===== src/rtl/da_fir_seq.sv =====
// da_fir_seq: bit-serial distributed-arithmetic sequencer for a 64-tap DA FIR.
// Holds the sample delay line and drives the external combinational coefficient
// LUTs with one bit-plane of the delay line per cycle. It then shift-accumulates
// the summed LUT outputs into one filtered result per accepted sample.
// The MSB plane is the sign plane of the two's complement samples, so its
// weighted LUT sum is subtracted rather than added.
module da_fir_seq #(
  parameter int DATA_W = 16,
  parameter int TAPS   = 64,
  parameter int LUTS   = 8,
  parameter int LUT_W  = 32,
  parameter int ACC_W  = 48
) (
  input  logic                    clk,
  input  logic                    rst_n,
  input  logic [DATA_W-1:0]       in_data,
  input  logic                    in_valid,
  output logic                    in_ready,
  input  logic                    clear,
  output logic [TAPS-1:0]         lut_addr,
  input  logic [LUTS*LUT_W-1:0]   lut_data,
  output logic [ACC_W-1:0]        out_data,
  output logic                    out_valid,
  input  logic                    out_ready
);

  // Bit-plane counter only needs to index 0..DATA_W-1; it is reloaded on every accept.
  localparam int CNT_W = (DATA_W > 1) ? $clog2(DATA_W) : 1;
  localparam logic [CNT_W-1:0] LAST_BIT = CNT_W'(DATA_W - 1);

  localparam logic [1:0] ST_IDLE = 2'd0;
  localparam logic [1:0] ST_RUN  = 2'd1;
  localparam logic [1:0] ST_DONE = 2'd2;

  logic [1:0]        state_reg, state_next;
  logic [CNT_W-1:0]  bit_cnt_reg, bit_cnt_next;
  logic [ACC_W-1:0]  acc_reg, acc_next;
  logic [DATA_W-1:0] x_reg [TAPS];

  logic              run;
  logic              in_fire;
  logic [ACC_W-1:0]  lut_ext [LUTS];
  logic [ACC_W-1:0]  plane_sum;
  logic [ACC_W-1:0]  plane_term;

  assign run      = (state_reg == ST_RUN);
  assign in_ready = (state_reg == ST_IDLE);
  assign out_valid = (state_reg == ST_DONE);
  // acc_reg holds partial sums during RUN; only expose it once it is final.
  assign out_data = out_valid ? acc_reg : '0;
  // clear overrides a handshake in the same cycle, so the sample is dropped.
  assign in_fire  = in_ready & in_valid & ~clear;

  genvar gi;

  // Each LUT word is sign-extended to the accumulator width before summing.
  generate
    for (gi = 0; gi < LUTS; gi++) begin : g_ext
      assign lut_ext[gi] = ACC_W'($signed(lut_data[LUT_W*gi +: LUT_W]));
    end
  endgenerate

  // Address bit t selects bit-plane bit_cnt of tap t; forced low outside RUN.
  generate
    for (gi = 0; gi < TAPS; gi++) begin : g_addr
      assign lut_addr[gi] = run & x_reg[gi][bit_cnt_reg];
    end
  endgenerate

  // Combinational sum of all LUT outputs for the current bit-plane, weighted by 2^bit.
  always_comb begin
    plane_sum = '0;
    for (int j = 0; j < LUTS; j++) begin
      plane_sum = plane_sum + lut_ext[j];
    end
    plane_term = plane_sum << bit_cnt_reg;
  end

  // Next-state, bit counter and accumulator update; clear beats every other event.
  always_comb begin
    state_next   = state_reg;
    bit_cnt_next = bit_cnt_reg;
    acc_next     = acc_reg;
    if (clear) begin
      state_next   = ST_IDLE;
      bit_cnt_next = '0;
      acc_next     = '0;
    end else begin
      case (state_reg)
        ST_IDLE: begin
          if (in_valid) begin
            state_next   = ST_RUN;
            bit_cnt_next = '0;
            acc_next     = '0;
          end
        end
        ST_RUN: begin
          bit_cnt_next = bit_cnt_reg + 1'b1;
          if (bit_cnt_reg == LAST_BIT) begin
            // Sign plane carries weight -2^(DATA_W-1).
            acc_next   = acc_reg - plane_term;
            state_next = ST_DONE;
          end else begin
            acc_next = acc_reg + plane_term;
          end
        end
        ST_DONE: begin
          if (out_ready) begin
            state_next = ST_IDLE;
          end
        end
        default: begin
          state_next = ST_IDLE;
        end
      endcase
    end
  end

  // Control and accumulator registers.
  always_ff @(posedge clk or negedge rst_n) begin
    if (!rst_n) begin
      state_reg   <= ST_IDLE;
      bit_cnt_reg <= '0;
      acc_reg     <= '0;
    end else begin
      state_reg   <= state_next;
      bit_cnt_reg <= bit_cnt_next;
      acc_reg     <= acc_next;
    end
  end

  // Sample delay line: x[0] newest, shifts once per accepted sample, zeroed by clear.
  always_ff @(posedge clk or negedge rst_n) begin
    if (!rst_n) begin
      for (int t = 0; t < TAPS; t++) begin
        x_reg[t] <= '0;
      end
    end else if (clear) begin
      for (int t = 0; t < TAPS; t++) begin
        x_reg[t] <= '0;
      end
    end else if (in_fire) begin
      x_reg[0] <= in_data;
      for (int t = 1; t < TAPS; t++) begin
        x_reg[t] <= x_reg[t-1];
      end
    end
  end

endmodule


===== config.mk =====
export PLATFORM = sky130hd
export DESIGN_NAME = da_fir_seq
export DESIGN_NICKNAME = d
export VERILOG_FILES = /design/src/rtl/da_fir_seq.sv
export SDC_FILE = /design/constraint.sdc
export NUM_CORES = 2
export LEC_CHECK = 0
export ABC_AREA = 0
export ABC_CLOCK_PERIOD_IN_PS = 13000
export BUFFER_PORTS_ARGS = -buffer_cell sky130_fd_sc_hd__buf_2
export CAP_MARGIN = 10
export CORE_UTILIZATION = 60
export DETAILED_ROUTE_END_ITERATION = 8
export PLACE_DENSITY = 0.77
export SYNTH_ARGS = -nofsm -noshare
export SYNTH_HDL_FRONTEND = slang
export SYNTH_SLANG_ARGS = --single-unit

===== constraint.sdc =====
create_clock -name clk -period 13 [get_ports clk]
set_input_delay 0.65 -clock clk [delete_from_list [all_inputs] [get_ports clk]]
set_output_delay 0.65 -clock clk [all_outputs]
set_load 0.05 [all_outputs]

# Word level (Yosys, flattened, before mapping)
# Index checks and enable logic that the tools add are counted.
[classes]
add_sub_neg = 10
magnitude_cmp = 1
n_eq_ne = 6
shifts = 1
muxes = 143
bitwise_logic = 67
reduce_logical = 5
[op_table]
columns = ["operator", "count"]
rows = [
  ["2-to-1 mux 1024 bit", 2],
  ["binary-select mux 1 bit (select 4 bit)", 64],
  ["2-to-1 mux 48 bit", 4],
  ["one-hot mux 48 bit (2 select lines)", 1],
  ["AND 1 bit", 66],
  ["2-to-1 mux 1 bit", 64],
  ["adder 48 bit", 1],
  ["<< shifter 48 x 4 -> 48 bit", 1],
  ["subtractor 48 bit", 1],
  ["adder 38 x 32 -> 39 bit", 1],
  ["adder 37 x 32 -> 38 bit", 1],
  ["adder 36 x 32 -> 37 bit", 1],
  ["adder 35 x 32 -> 36 bit", 1],
  ["adder 34 x 32 -> 35 bit", 1],
  ["adder 33 x 32 -> 34 bit", 1],
  ["adder 32 x 32 -> 33 bit", 1],
  ["!= test 3 x 2 -> 1 bit (second input constant)", 3],
  ["2-to-1 mux 2 bit", 4],
  ["2-to-1 mux 4 bit", 2],
  ["one-hot mux 4 bit (2 select lines)", 1],
  ["one-hot mux 2 bit (3 select lines)", 1],
  ["less-than comparator 4 x 5 -> 1 bit (second input constant)", 1],
  ["adder 4 x 1 -> 4 bit (second input constant)", 1],
  ["== test 4 bit (second input constant)", 1],
  ["8 further kinds", 8],
]
[word_totals]
register_bits = 1078
out_inout_bits = 114
wordCells = 300

# Logic depth before layout (Yosys ltp)
[depth]
depth_word = 12
depth_mapped = 38
mapped_depth_nobuf = 37

# Least setup slack after synthesis
# Ideal clock, no wire load.
[synth_timing]
path_kind = "input to register"
startpoint = "input lut_data[98]"
endpoint = "register acc_reg[45]"
setup_ns = 0.133
arrival_time_ns = 8.941
required_ns = 12.867
path_slack_ns = 3.926
stages = 37
cell_sequence = "inv_1 fa_1 inv_1 fa_1 fa_1 inv_1 fa_1 inv_1 ha_1 fa_1 a21o_1 a221o_1 nand4_2 nand3_2 or3_1 and4_1 a22o_1 o31ai_2 or4b_4 nor4b_4 nand2_1 or3_1 o21ai_0 xor2_1 ha_1 a21o_1 a21o_1 a21oi_1 inv_1 or3_1 nor3_1 nor3_1 o21ai_0 nand2b_1 a21oi_1 xor2_1 o21ai_0"
[synth_via]
elab_chain_len = 10
elab_cells_between_ends = 11
classes_between = "7 x add/sub; 1 x shift; 3 x mux"
[synth_lines]
columns = ["element", "line_no", "text"]
rows = [
  ["start, declared", "21", "input logic [LUTS*LUT_W-1:0] lut_data,"],
  ["adder 34 x 32 -> 35 bit (*)", "74", "plane_sum = plane_sum + lut_ext[j];"],
  ["adder 35 x 32 -> 36 bit (*)", "74", ""],
  ["adder 36 x 32 -> 37 bit (*)", "74", ""],
  ["adder 37 x 32 -> 38 bit (*)", "74", ""],
  ["adder 38 x 32 -> 39 bit (*)", "74", ""],
  ["<< shifter 48 x 4 -> 48 bit (*)", "76", "plane_term = plane_sum << bit_cnt_reg;"],
  ["adder 48 bit / subtractor 48 bit (equally long branches)", "104, 101", ""],
  ["2-to-1 mux 48 bit (*)", "99", "if (bit_cnt_reg == LAST_BIT) begin"],
  ["one-hot mux 48 bit (2 select lines) (*)", "89", "case (state_reg)"],
  ["2-to-1 mux 48 bit (*)", "84", "if (clear) begin"],
  ["end signal, assigned", "128", "acc_reg <= acc_next;"],
  ["end, declared", "37", "logic [ACC_W-1:0] acc_reg, acc_next;"],
]
# Mark *: on every way between the ends. The rest lies on a longest branch, timed or not.
# A chain may end at the register's enable or synchronous reset.

# Worst setup path after layout
# Same ends and word-level chain as after synthesis.

==> results summary <==
The total overflow reported by the global router is 0. After technology mapping, the gate count stands at 7021. The area of combinational cells with multiple inputs is 0.0340 mm².

The proportion of netlist area held by the largest area contributor is 41.9%. Relative to the synthesized area, the layout overhead comes to 9.18%. The number of setup buffers added after CTS is 0. The final layout contains 7615 nets. The number of antenna violations at the first check in global routing is 3.

The largest total area in the synthesized netlist belongs to sky130_fd_sc_hd__dfrtp_1. The final worst-path cycle share came out at 73.7%. The ratio of total power to cell area is 238 mW/mm². The number of synthesis warnings came out at 0. The aggregate global-route resource usage came out at 30.6%.

In this run the worst hold path is classified as input pin to async pin. The commonest non-fill, non-tap cell in the layout is sky130_fd_sc_hd__nand2_1. Setup violations remaining at the end of the flow were counted as 0.

In this run, synthesis inferred 0 flip-flops with an integrated enable. The overall routed net length is between 150000 and 200000 µm. The flow ran to the end, but the final reports show violations.

The total iterations of the first detailed-routing run came out at 8. The number of buffers inserted during clock tree synthesis is about 110. The critical path's slowest cell is sky130_fd_sc_hd__or4b_4. The share of layout cells above drive strength 1 is 14.4%. The die is 329 µm tall. The setup slack of the most critical reg-to-reg path came out at roughly 5.6 ns. Setup repair after global routing left no endpoint under its margin. The detail-routed via count per cell came out at 6.09.

Combinational logic is responsible for roughly 61% of the overall power. The combined buffer and inverter count along the critical path came out at 6. The worst setup path is launched from an input pin. Across the run, the number of max-cap violations was 0. The die area is 0.109 mm². The worst setup path is captured at a flip-flop. Leaving out fill and tap cells, the most frequent cells in the layout are sky130_fd_sc_hd__nand2_1, sky130_fd_sc_hd__a21oi_1, sky130_fd_sc_hd__dfrtp_1. The starting density of the core is 60.8%.

The tree is rooted in a sky130_fd_sc_hd__clkbuf_16. The worst clock skew is approximately 0.024 ns. Sequential cells account for 20.6% of the total power. The top-level port count came out at 391. TritonCTS built the clock tree.

The proportion of synthesized chip area in sequential cells is between 40% and 50%. The critical path in this run is classified as input pin to flip-flop. The number of buffers between clock root and the deepest sink is 3. The peak supply drop is 0.193 mV. The kind of cell with the highest combined delay along the critical path is compound AO/OA/AOI/OAI gates. The switching part of the total came out at 46.3%. The cell-internal power came out at 9.00 mW. The antenna violation net count after detailed routing is 0.

In this run the cell area of the synthesized design comes to 0.0644 mm². The clock-pin slew on the worst setup and hold paths came out at 0.06 ns. The width of the die came out at ~330 µm. The setup total negative slack came out at 0 ns. The CTS H-tree depth is 3. The number of cells on the worst reg-to-reg path is 27. The worst hold margin came out at -0.00850 ns. The antenna diode instance count came out at 0. The final period demand of the worst path is 9.58 ns. The design draws 16.8 mW. The number of gates resized after CTS came out at 0.

After synthesis, the share of flip-flops with an asynchronous set or reset is 100%. In this run the critical register-to-register path is captured at acc_reg[39]. The number of placement rows came out at 119. In the final routed layout, each cell accounts on average for 19.3 µm. The critical-path maximum fanout is 6. The clock latency at the later pin of the worst-skew pair came out at 0.71 ns. The number of hold-repair buffers added at the cts stage is 0. The final reports fail on negative hold slack. Counting distinct cell types in the post-synthesis netlist gives 102. The final-report hold violation count came to 2. The post-synthesis average cell area came out at between 9 and 10 µm². The count of pins over their slew limit was 0. The required arrival time at the worst endpoint is 13.53 ns. The achievable clock frequency came out at 0.104 GHz. The number of flip-flops in the largest register is 1024. In this run the critical register-to-register path is launched from bit_cnt_reg[3]. The worst relative slew slack came out at 22.4%. The commonest register cell after synthesis is sky130_fd_sc_hd__dfrtp_1. Routability-driven placement finished with a final weighted congestion of ~0.93. Data on the critical path arrives at its endpoint at about 10 ns. In this run the tool buffered the top-level ports with 390 buffer cells. The portion of total power attributed to the clock network is 18.9%.

At the pin with the least slew margin, the transition time is ~1.2 ns. The detailed-route DRC error count is 0. For this run, the slowest stage of the critical path takes about 0.59 ns. Once detailed placement completed, the half-perimeter wirelength came to 107000 µm.

The number of flip-flops and latches in the synthesized netlist came out at 1078. The first-pass GRT wire length came out at 269000 µm. The number of nets handed over by synthesis was 7581. The area of all sequential standard cells is 0.0270 mm². Fill cells in the final layout number 8393. The largest net degree at the start of global routing came out at 243. The net switching component of the power came out at 7.76 mW. The area inside the core boundary came out at 0.106 mm². The number of DRC markers after the initial detailed-route iteration is 5406. By area the synthesized netlist is led by sky130_fd_sc_hd__dfrtp_1, sky130_fd_sc_hd__nand2_1, sky130_fd_sc_hd__mux4_2, sky130_fd_sc_hd__a21oi_1, sky130_fd_sc_hd__fa_1. The final route contains 52.0k vias. The number of clock sinks seen by CTS came out at 1078. The via count of the first global-routing pass came out at between 50k and 60k. The leakage power of the design is roughly 30 nW.
## cell families (layout without fill, tap and decap cells)
family                   after synthesis  in the layout  synth area share [%]
AO/OA/AOI/OAI                       1602           1602                  14.2
adder cells (fa/ha/maj)              283            283                  7.80
multiplexers                         372            372                  12.2
AND/OR/NAND/NOR                     2692           2692                  17.2
buffers and inverters                898           1022                  5.31
flip-flops                          1078           1078                  41.9
XOR/XNOR                              96             96                  1.31
## worst max path at each step
stage | cells after the start | startpoint | endpoint | slack, ns
2_1_floorplan | 37 | lut_data[98] | acc_reg[45] | 3.93
5_1_grt | 37 | lut_data[98] | acc_reg[45] | 2.96
6_report | 37 | lut_data[98] | acc_reg[45] | 3.42
4_1_cts | 37 | lut_data[98] | acc_reg[45] | 3.54
3_3_place_gp | 38 | lut_data[98] | acc_reg[45] | 2.99
3_5_place_dp | 37 | lut_data[98] | acc_reg[45] | 2.81
## synth_stat cells, types with 66 or more instances
cell type,instances
sky130_fd_sc_hd__mux4_2,331
sky130_fd_sc_hd__nand2_1,2204
sky130_fd_sc_hd__o21ai_0,123
sky130_fd_sc_hd__and2_1,66
sky130_fd_sc_hd__nor2b_1,79
sky130_fd_sc_hd__clkbuf_1,414
sky130_fd_sc_hd__fa_1,197
sky130_fd_sc_hd__ha_1,86
sky130_fd_sc_hd__a21oi_1,1144
sky130_fd_sc_hd__inv_1,380
sky130_fd_sc_hd__dfrtp_1,1078
sky130_fd_sc_hd__buf_1,81
sky130_fd_sc_hd__nor2_1,101
## power by group through the flow
stage               Sequential, mW  Clock [mW]  Combinational [mW]
CTS                           3.45        3.22                9.93
detailed placement            3.51           0                9.87
finish                        3.45        3.17                10.1
floorplan                     3.48           0                7.47
global placement              3.51           0                9.73
global route                  3.45        3.35                11.0
## metal layers
metal,share of wire (%),wire length [µm],GRT usage (%)
met5,0,0,0
met4,3.1,5150,10.2
met3,6.0,9970,3.80
met1,40,66700,41.7
met2,50,83200,51.1
## through the flow
| step | util, % | cells | instance area (µm²) | setup WS (ns) |
|---|---|---|---|---|
| after floorplan | - | 7021 | 64400 | 3.93 |
| after global placement | 62.9 | 8337 | 66600 | 2.99 |
| after detailed placement | 62.9 | 8337 | 66600 | 2.81 |
| after CTS | 66.4 | 8536 | 70300 | 3.54 |
| after global routing | 66.4 | 8536 | 70300 | 2.96 |
| final | 66.4 | 8536 | 70300 | 3.42 |
## cell type report
cell class              instances  share of cell area [%]
clock buffers                 157                    4.55
clock inverters                42                   0.614
well taps                    1391                    2.48
flip-flops and latches       1078                    38.4
multi-input cells            5045                    48.4
inverters                     382                    2.05
repair buffers                441                    3.53
Note: power is estimated with default switching activity, not from simulation.
